## src/rtl/instr_fetch_decode.sv

```systemverilog
// -----------------------------------------------------------------------------
// instr_fetch_decode
//
// Control stage that sits directly after the 3-bit program counter. It keeps
// an 8 x 8-bit instruction store that is written over a program port. It
// fetches the instruction at pc and decodes it into execute-stage controls.
// Each instruction is issued over a valid/ready handshake. The stage then
// pulses pc_inc, or pc_load with a jump target.
//
// Instruction format: opcode = instr[7:5], operand = instr[4:2],
// reg_sel = instr[1:0].
// Opcodes: 000 NOP, 001 ADD, 010 SUB, 011 AND, 100 LD, 101 ST, 110 JMP, 111 HLT.
//
// Ports:
//   clk, rst          system clock (rising edge); synchronous active-high reset
//   start             leave IDLE and begin fetching
//   pc                current program counter value
//   prog_we/addr/data instruction-store write port (accepted in any state)
//   pc_inc, pc_load   one-cycle PC update pulses; pc_target valid with pc_load
//   out_valid/ready   issue handshake to the execute stage
//   alu_op, reg_sel,
//   operand, mem_rd,
//   mem_wr            decoded controls, non-zero only while issuing
//   halted            HLT has executed; held until rst
//   retire_cnt        only with RETIRE_CNT_EN defined: saturating count of
//                     transfers (out_valid && out_ready)
//
// Optional build macro: RETIRE_CNT_EN
// -----------------------------------------------------------------------------
module instr_fetch_decode #(
  parameter int ADDR_W  = 3,
  parameter int DEPTH   = 8,
  parameter int INSTR_W = 8
) (
  input  logic               clk,
  input  logic               rst,
  input  logic               start,
  input  logic [ADDR_W-1:0]  pc,
  input  logic               prog_we,
  input  logic [ADDR_W-1:0]  prog_addr,
  input  logic [INSTR_W-1:0] prog_data,
  output logic               pc_inc,
  output logic               pc_load,
  output logic [ADDR_W-1:0]  pc_target,
  output logic               out_valid,
  input  logic               out_ready,
  output logic [1:0]         alu_op,
  output logic [1:0]         reg_sel,
  output logic [2:0]         operand,
  output logic               mem_rd,
  output logic               mem_wr,
  output logic               halted
`ifdef RETIRE_CNT_EN
  ,
  output logic [7:0]         retire_cnt
`endif
);

  localparam logic [2:0] OP_NOP = 3'b000;
  localparam logic [2:0] OP_ADD = 3'b001;
  localparam logic [2:0] OP_SUB = 3'b010;
  localparam logic [2:0] OP_AND = 3'b011;
  localparam logic [2:0] OP_LD  = 3'b100;
  localparam logic [2:0] OP_ST  = 3'b101;
  localparam logic [2:0] OP_JMP = 3'b110;
  localparam logic [2:0] OP_HLT = 3'b111;

  typedef enum logic [2:0] {
    S_IDLE    = 3'd0,
    S_FETCH   = 3'd1,
    S_DECODE  = 3'd2,
    S_ISSUE   = 3'd3,
    S_ADVANCE = 3'd4,
    S_HALT    = 3'd5
  } state_t;

  state_t state_reg, state_next;

  logic [INSTR_W-1:0] mem_reg [DEPTH];
  logic [INSTR_W-1:0] instr_reg;
  logic [DEPTH-1:0]   wr_hit;

  logic [1:0] alu_op_reg, alu_op_next;
  logic [1:0] reg_sel_reg;
  logic [2:0] operand_reg;
  logic       mem_rd_reg, mem_rd_next;
  logic       mem_wr_reg, mem_wr_next;

  logic [2:0] opcode;
  assign opcode = instr_reg[INSTR_W-1 -: 3];

  // One write-enable per store entry.
  generate
    for (genvar gi = 0; gi < DEPTH; gi++) begin : g_wr_hit
      assign wr_hit[gi] = prog_we && (prog_addr == ADDR_W'(gi));
    end
  endgenerate

  // Instruction store. Reset clears every entry to NOP and wins over a write.
  always_ff @(posedge clk) begin
    if (rst) begin
      for (int i = 0; i < DEPTH; i++) begin
        mem_reg[i] <= '0;
      end
    end else begin
      for (int i = 0; i < DEPTH; i++) begin
        if (wr_hit[i]) begin
          mem_reg[i] <= prog_data;
        end
      end
    end
  end

  // Registered fetch. The read samples the pre-edge contents, so a same-cycle
  // write to the fetched address is seen only on the next visit.
  always_ff @(posedge clk) begin
    if (rst) begin
      instr_reg <= '0;
    end else if (state_reg == S_FETCH) begin
      instr_reg <= mem_reg[pc];
    end
  end

  // Opcode to control mapping. This is only captured during DECODE.
  always_comb begin
    alu_op_next = 2'b00;
    mem_rd_next = 1'b0;
    mem_wr_next = 1'b0;
    case (opcode)
      OP_ADD: alu_op_next = 2'b00;
      OP_SUB: alu_op_next = 2'b01;
      OP_AND: alu_op_next = 2'b10;
      OP_LD: begin
        alu_op_next = 2'b11;
        mem_rd_next = 1'b1;
      end
      OP_ST: begin
        alu_op_next = 2'b11;
        mem_wr_next = 1'b1;
      end
      default: alu_op_next = 2'b00;
    endcase
  end

  always_ff @(posedge clk) begin
    if (rst) begin
      alu_op_reg  <= '0;
      reg_sel_reg <= '0;
      operand_reg <= '0;
      mem_rd_reg  <= 1'b0;
      mem_wr_reg  <= 1'b0;
    end else if (state_reg == S_DECODE) begin
      alu_op_reg  <= alu_op_next;
      reg_sel_reg <= instr_reg[1:0];
      operand_reg <= instr_reg[4:2];
      mem_rd_reg  <= mem_rd_next;
      mem_wr_reg  <= mem_wr_next;
    end
  end

  always_ff @(posedge clk) begin
    if (rst) begin
      state_reg <= S_IDLE;
    end else begin
      state_reg <= state_next;
    end
  end

  // Next state and outputs. Decoded fields are driven only in ISSUE. They
  // come from registers that do not change there, so they stay stable under
  // backpressure.
  always_comb begin
    state_next = state_reg;
    out_valid  = 1'b0;
    pc_inc     = 1'b0;
    pc_load    = 1'b0;
    pc_target  = '0;
    halted     = 1'b0;
    alu_op     = '0;
    reg_sel    = '0;
    operand    = '0;
    mem_rd     = 1'b0;
    mem_wr     = 1'b0;
    case (state_reg)
      S_IDLE: begin
        if (start) begin
          state_next = S_FETCH;
        end
      end
      S_FETCH: begin
        state_next = S_DECODE;
      end
      S_DECODE: begin
        case (opcode)
          OP_NOP, OP_JMP: state_next = S_ADVANCE;
          OP_HLT:         state_next = S_HALT;
          default:        state_next = S_ISSUE;
        endcase
      end
      S_ISSUE: begin
        out_valid = 1'b1;
        alu_op    = alu_op_reg;
        reg_sel   = reg_sel_reg;
        operand   = operand_reg;
        mem_rd    = mem_rd_reg;
        mem_wr    = mem_wr_reg;
        if (out_ready) begin
          state_next = S_ADVANCE;
        end
      end
      S_ADVANCE: begin
        // instr_reg still holds the instruction that just finished.
        if (opcode == OP_JMP) begin
          pc_load   = 1'b1;
          pc_target = instr_reg[4:2];
        end else begin
          pc_inc = 1'b1;
        end
        state_next = S_FETCH;
      end
      S_HALT: begin
        halted = 1'b1;
      end
      default: begin
        state_next = S_IDLE;
      end
    endcase
  end

`ifdef RETIRE_CNT_EN
  logic [7:0] retire_cnt_reg;

  // Only ALU, LD and ST reach ISSUE, so NOP, JMP and HLT never count.
  always_ff @(posedge clk) begin
    if (rst) begin
      retire_cnt_reg <= '0;
    end else if ((state_reg == S_ISSUE) && out_ready && (retire_cnt_reg != 8'hFF)) begin
      retire_cnt_reg <= retire_cnt_reg + 8'd1;
    end
  end

  assign retire_cnt = retire_cnt_reg;
`endif

endmodule

```

## config.mk

```make
export PLATFORM = sky130hd
export DESIGN_NAME = instr_fetch_decode
export DESIGN_NICKNAME = d
export VERILOG_FILES = /design/src/rtl/instr_fetch_decode.sv
export SDC_FILE = /design/constraint.sdc
export NUM_CORES = 1
export LEC_CHECK = 0
export CORE_MARGIN = 8
export CORE_UTILIZATION = 40
export CTS_CLUSTER_DIAMETER = 80
export CTS_CLUSTER_SIZE = 16
export DETAILED_ROUTE_END_ITERATION = 10
export SLEW_MARGIN = 20
export SYNTH_ARGS = -nofsm -noshare
export SYNTH_HDL_FRONTEND = slang
export SYNTH_SLANG_ARGS = --single-unit
```

## constraint.sdc

```tcl
create_clock -name clk -period 1.6 [get_ports clk]
set_input_delay 0.16 -clock clk [delete_from_list [all_inputs] [get_ports clk]]
set_output_delay 0.16 -clock clk [all_outputs]
set_load 0.1 [all_outputs]
```

======== Word level (Yosys, flattened, before mapping) ========
Memories as Yosys holds them, arrays and structs flattened. A register that Yosys moved wholly into a read port is not among the register bits.
Cells that the tools add are included.
cells by class
  div/mod/pow operators ................... 0
  order comparisons ....................... 0
  mux-type cells .......................... 54
  multiply operators ...................... 0
  reduce and logical (&&, ||, !) cells .... 14
  shift-type cells ........................ 0
  add/sub/neg operators ................... 0
  equality and inequality tests ........... 20
  bitwise operators ....................... 9
operators by type and width
  cell                count
  $mux 8              8
  $mux 1              36
  $eq 3x3->1 const B  10
  $eq 3x2->1 const B  6
  $pmux 3 s6          1
  $mux 3              5
  $logic_not 3->1     3
  $logic_and 1x1->1   8
  $or 1x1->1          8
  $eq 3x1->1 const B  2
  $pmux 2 s3          1
  $pmux 3 s2          1
  $mux 2              2
  $ne 2x2->1 const B  2
  $reduce_or 2->1     2
  $reduce_and 3->1    1
  $not 1->1           1
storage, ports and cells
  output and inout port bits .............. 16
  bits in latches ......................... 0
  memories kept ........................... 1
  bits in writable memories ............... 64
  ROM bits ................................ 0
  bits in registers ....................... 12
memories
  name     words  bits a word  rd ports  clocked after Yosys merged registers in  wr ports  RTL line  source
  mem_reg  8      8            1         1                                        8         79        logic [INSTR_W-1:0] mem_reg [DEPTH];

======== Logic depth before layout (Yosys ltp) ========
  depth after elaboration ................. 6
  gate-level depth with buffers ........... 5
  gate-level depth less buffers ........... 3

======== Least setup slack after synthesis ========
Ideal clock, no wire load.
  kind .................................... register -> output
  start point ............................. register state_reg[2]
  end point ............................... output pc_target[0]
  cell stages (with the launch flop) ...... 5
  required time ........................... 1.440 ns
  path buffers ............................ 1
  arrival ................................. 2.548 ns
  slack ................................... -1.108 ns
  cell sequence ........................... dfxtp_1 > buf_6 > or3b_1 > nor2_2 > and2_1
on the way
  cells in the longest elaborated chain, start to end .. 2
RTL lines
  item                    RTL line  source
  from (decl)             77        state_t state_reg, state_next;
  from (signal assigned)  165       state_reg <= state_next;
  $eq 3x3->1              184       case (state_reg)
  $mux 3                  184
  to (decl)               44        output logic [ADDR_W-1:0] pc_target,
No other way between the ends.

======== Worst setup path after layout ========
  start point ............................. register state_reg[0]
  end point ............................... output pc_target[2]
Same word-level chain as after synthesis.

==> metrics.md <==
| Metric | Value |
|---|---|
| Yosys reg bits | 84 |
| Cell variety after synth | 37 |
| RR Startpoint | state_reg[0] |
| Peak VDD IR | 0.385 mV |
| Critical-path maximum fanout | 4 |
| N_diodes | 0 |
| Clock H-tree levels | 3 |
| Share of cells above drive strength 1 | 26.0% |
| Die H | 113 um |
| Remaining DRCs | 0 |
| Ratio of total power to cell area | 998 nW/um2 |
| CTS tree | done |
| R2r worst-path depth | 5 |
| Layout Nets | ~400 |
| Number of global-route vias before repair | 2600 |
| Largest net degree at the start of global routing | 27 |
| Syn. warnings | 0 |
| Critical Path RT | approximately 1.4 ns |
| Crit. End Element | output pin |
| Drt total wl | 8600 um |
| Routed vias/inst | a little over 5 |
| Max-cap violation count | 0 |
| Post-route cell area | 5020 um2 |
| Syn nets | 330 |
| Hold Path Depth | 2 |
| Hold crit path type | reg -> reg |
| Worst skew pair latency | about 0.35 ns |
| Reg2reg setup slack | 0.13 ns |
| Endpoint of the worst hold-timing path | mem_rd_reg |
| Die Area | approximately 13000 um2 |
| Largest family of logic cells by synthesized area | simple AND/OR/NAND/NOR gates |
| Top post-synthesis cells by area | edfxtp_1 (51%), dfxtp_1 (11%), mux2i_1 (8.5%), nor2_1 (5.3%), a22oi_1 (3.2%) |
| Non-filler cells in the finished layout | 500 |
| Final hold violation count | 0 |
| Post-DR wirelength/cell | 17.2 um |
| CP Launch Type | flop |
| Xor/xnor share of the synthesized area | 0% |
| Placeable Area | 9200 um2 |
| Worst slew pin tran | 0.578 ns |
| Final core occ | between 50% and 60% |
| Reg-to-reg endpoint | instr_reg[0] |
| Via total after detailed routing | 2579 |
| CTS Buffer Depth | 2 |
| Post-Syn Instances | 311 |
| Placement Cell Area | 4710 um2 |
| # rows | 35 |
| Slew Viols, Final | 0 |
| Max FFs per register | 64 |
| Slew margin rel. | 61.3% |
| Setup TNS | -0.449 ns |
| FFs w/ async S/R, synth | 0% |
| Most frequent cells after synthesis | edfxtp_1 (64), nor2_1 (53), mux2i_1 (32) |
| Gp weighted congestion | between 0.7 and 0.8 |
| Mapped Area | ~3800 um2 |
| Initial Util | 41.1% |
| Total track usage | 14.0% |
| Post-synthesis mux area share | 8.48% |
| CP Class | reg -> out |
| Port Buffers | 34 |
| Pre-Repair DR Iteration Count | 4 |
| CTS Sinks | 84 |
| Lkg Pwr | 1.93 nW |
| Adder-cell share of the synthesized area | 0% |
| First-pass GRT wire length | 13800 um |
| CP arrival | 1.54 ns |
| Top-area cell type share of the netlist area | roughly half |
| Dpl cells | 478 |
| Avg Cell Area, Syn | ~12 um2 |
| Antenna violations before repair | 0 |
| Clk slew on worst S/H paths | 0.08 ns |
| Compound-cell area share of the yosys netlist | ~8.5% |
| Final min period | 1.70 ns |
| Skew final | roughly 0.0099 ns |
| Status | finished, violations left |
| Dominant synthesized flop cell | edfxtp_1 |
| Maximum operating frequency | 0.587 GHz |
| Clock Tree Root | clkbuf_8 |
| Final Total Pwr | 5.01 mW |
| Total gr overflow | 0 |
| Die width | 113 um |
| Post-synth EDFFs | 64 |
| Fin crit share | 106% |
| Post-synth top area cell | edfxtp_1 |
| Min-delay src | mem_rd_reg |
| Count leader, synth | edfxtp_1 |
| HPWL Detailed | approximately 6400 um |
| Violated checks | setup timing |
| Final setup vio count | 5 |
| Area delta synth->final | 33.0% |
| Final WS setup | -0.103 ns |
| CTS Buf Count | 9 |
| I/O pin count | 35 |
| RSZ-0062 raised after global routing | yes |
| Starting DRT DRC Count | 190 |
| Post-DRT Antenna Nets | 0 |
| CTS hold repair buffers | 0 |
| Register area share after synthesis | approximately three fifths |
| Post-synthesis simple-gate area fraction | 17.6% |
[routing by layer]
layer,GRT usage (%),vias to the layer above,routed length (um)
li1,-,1267,-
met1,17.2,1240,3870
met2,23.3,63,4200
met3,3.62,9,423
met4,4.53,0,104
met5,0,-,0
[cell families after synthesis]
family          after synthesis
buf+inv                      27
mux                          32
simple gates                125
compound gates               43
flops                        84
[worst max-delay path, stage by stage, from the launching register on]
cell	delay, ns
dfxtp_4	0.35
or3b_4	0.39
nor2_4	0.13
and2_4	0.17
buf_12	0.16
[timing repair]
item                       in CTS  in global routing
hold endpoints to repair        0                  0
setup endpoints to repair      14                 16
buffers inserted                5                  0
gates resized for setup        13                  3
gates cloned                    1                  0
pin swaps                       9                  9
[cell type report]
cell class	count	area (um2)
tap	111	139
sequential	84	2330
fill	800	4180
inverter	11	41.3
clock buffer	9	124
clock inverter	7	115
timing repair buffer	77	917
multi-input combinational	201	1360
[power by group]
part           switching [mW]  total (mW)  internal [mW]
combinational           0.340       0.641          0.301
sequential             0.0718        2.58           2.51
clock                   0.759        1.79           1.03
total                    1.17        5.01           3.84
[worst max path at each step]
stage,to,startpoint
5_1_grt,pc_target[2],state_reg[1]
3_3_place_gp,mem_reg[3][5],prog_we
3_5_place_dp,mem_reg[2][2],prog_we
6_report,pc_target[2],state_reg[0]
4_1_cts,pc_target[2],state_reg[1]
2_1_floorplan,pc_target[1],state_reg[2]
[cells in the final DEF (no fill, tap or decap), drive strengths merged, types with 2 or more instances in the layout]
master / count
and3b: 4
nor2b: 8
clkbuf: 9
nand2: 14
a32o: 8
or3b: 2
edfxtp: 64
a22oi: 16
bufinv: 3
nand3: 5
buf: 60
a21oi: 9
nor2: 54
nand2b: 14
clkinv: 3
and2: 14
dfxtp: 20
nor3: 4
mux2i: 32
a41o: 2
clkdlybuf4s50: 17
nor3b: 3
a211oi: 3
o21ai: 2
inv: 11
[stage by stage]
step           hold WS (ns)  setup slack, ns
2_1_floorplan         0.366           -0.371
3_3_place_gp          0.436          -0.0141
3_5_place_dp          0.444          -0.0402
4_1_cts               0.460           -0.146
5_1_grt               0.480           -0.158
6_report              0.454           -0.103
(Power assumes the default switching activity.)
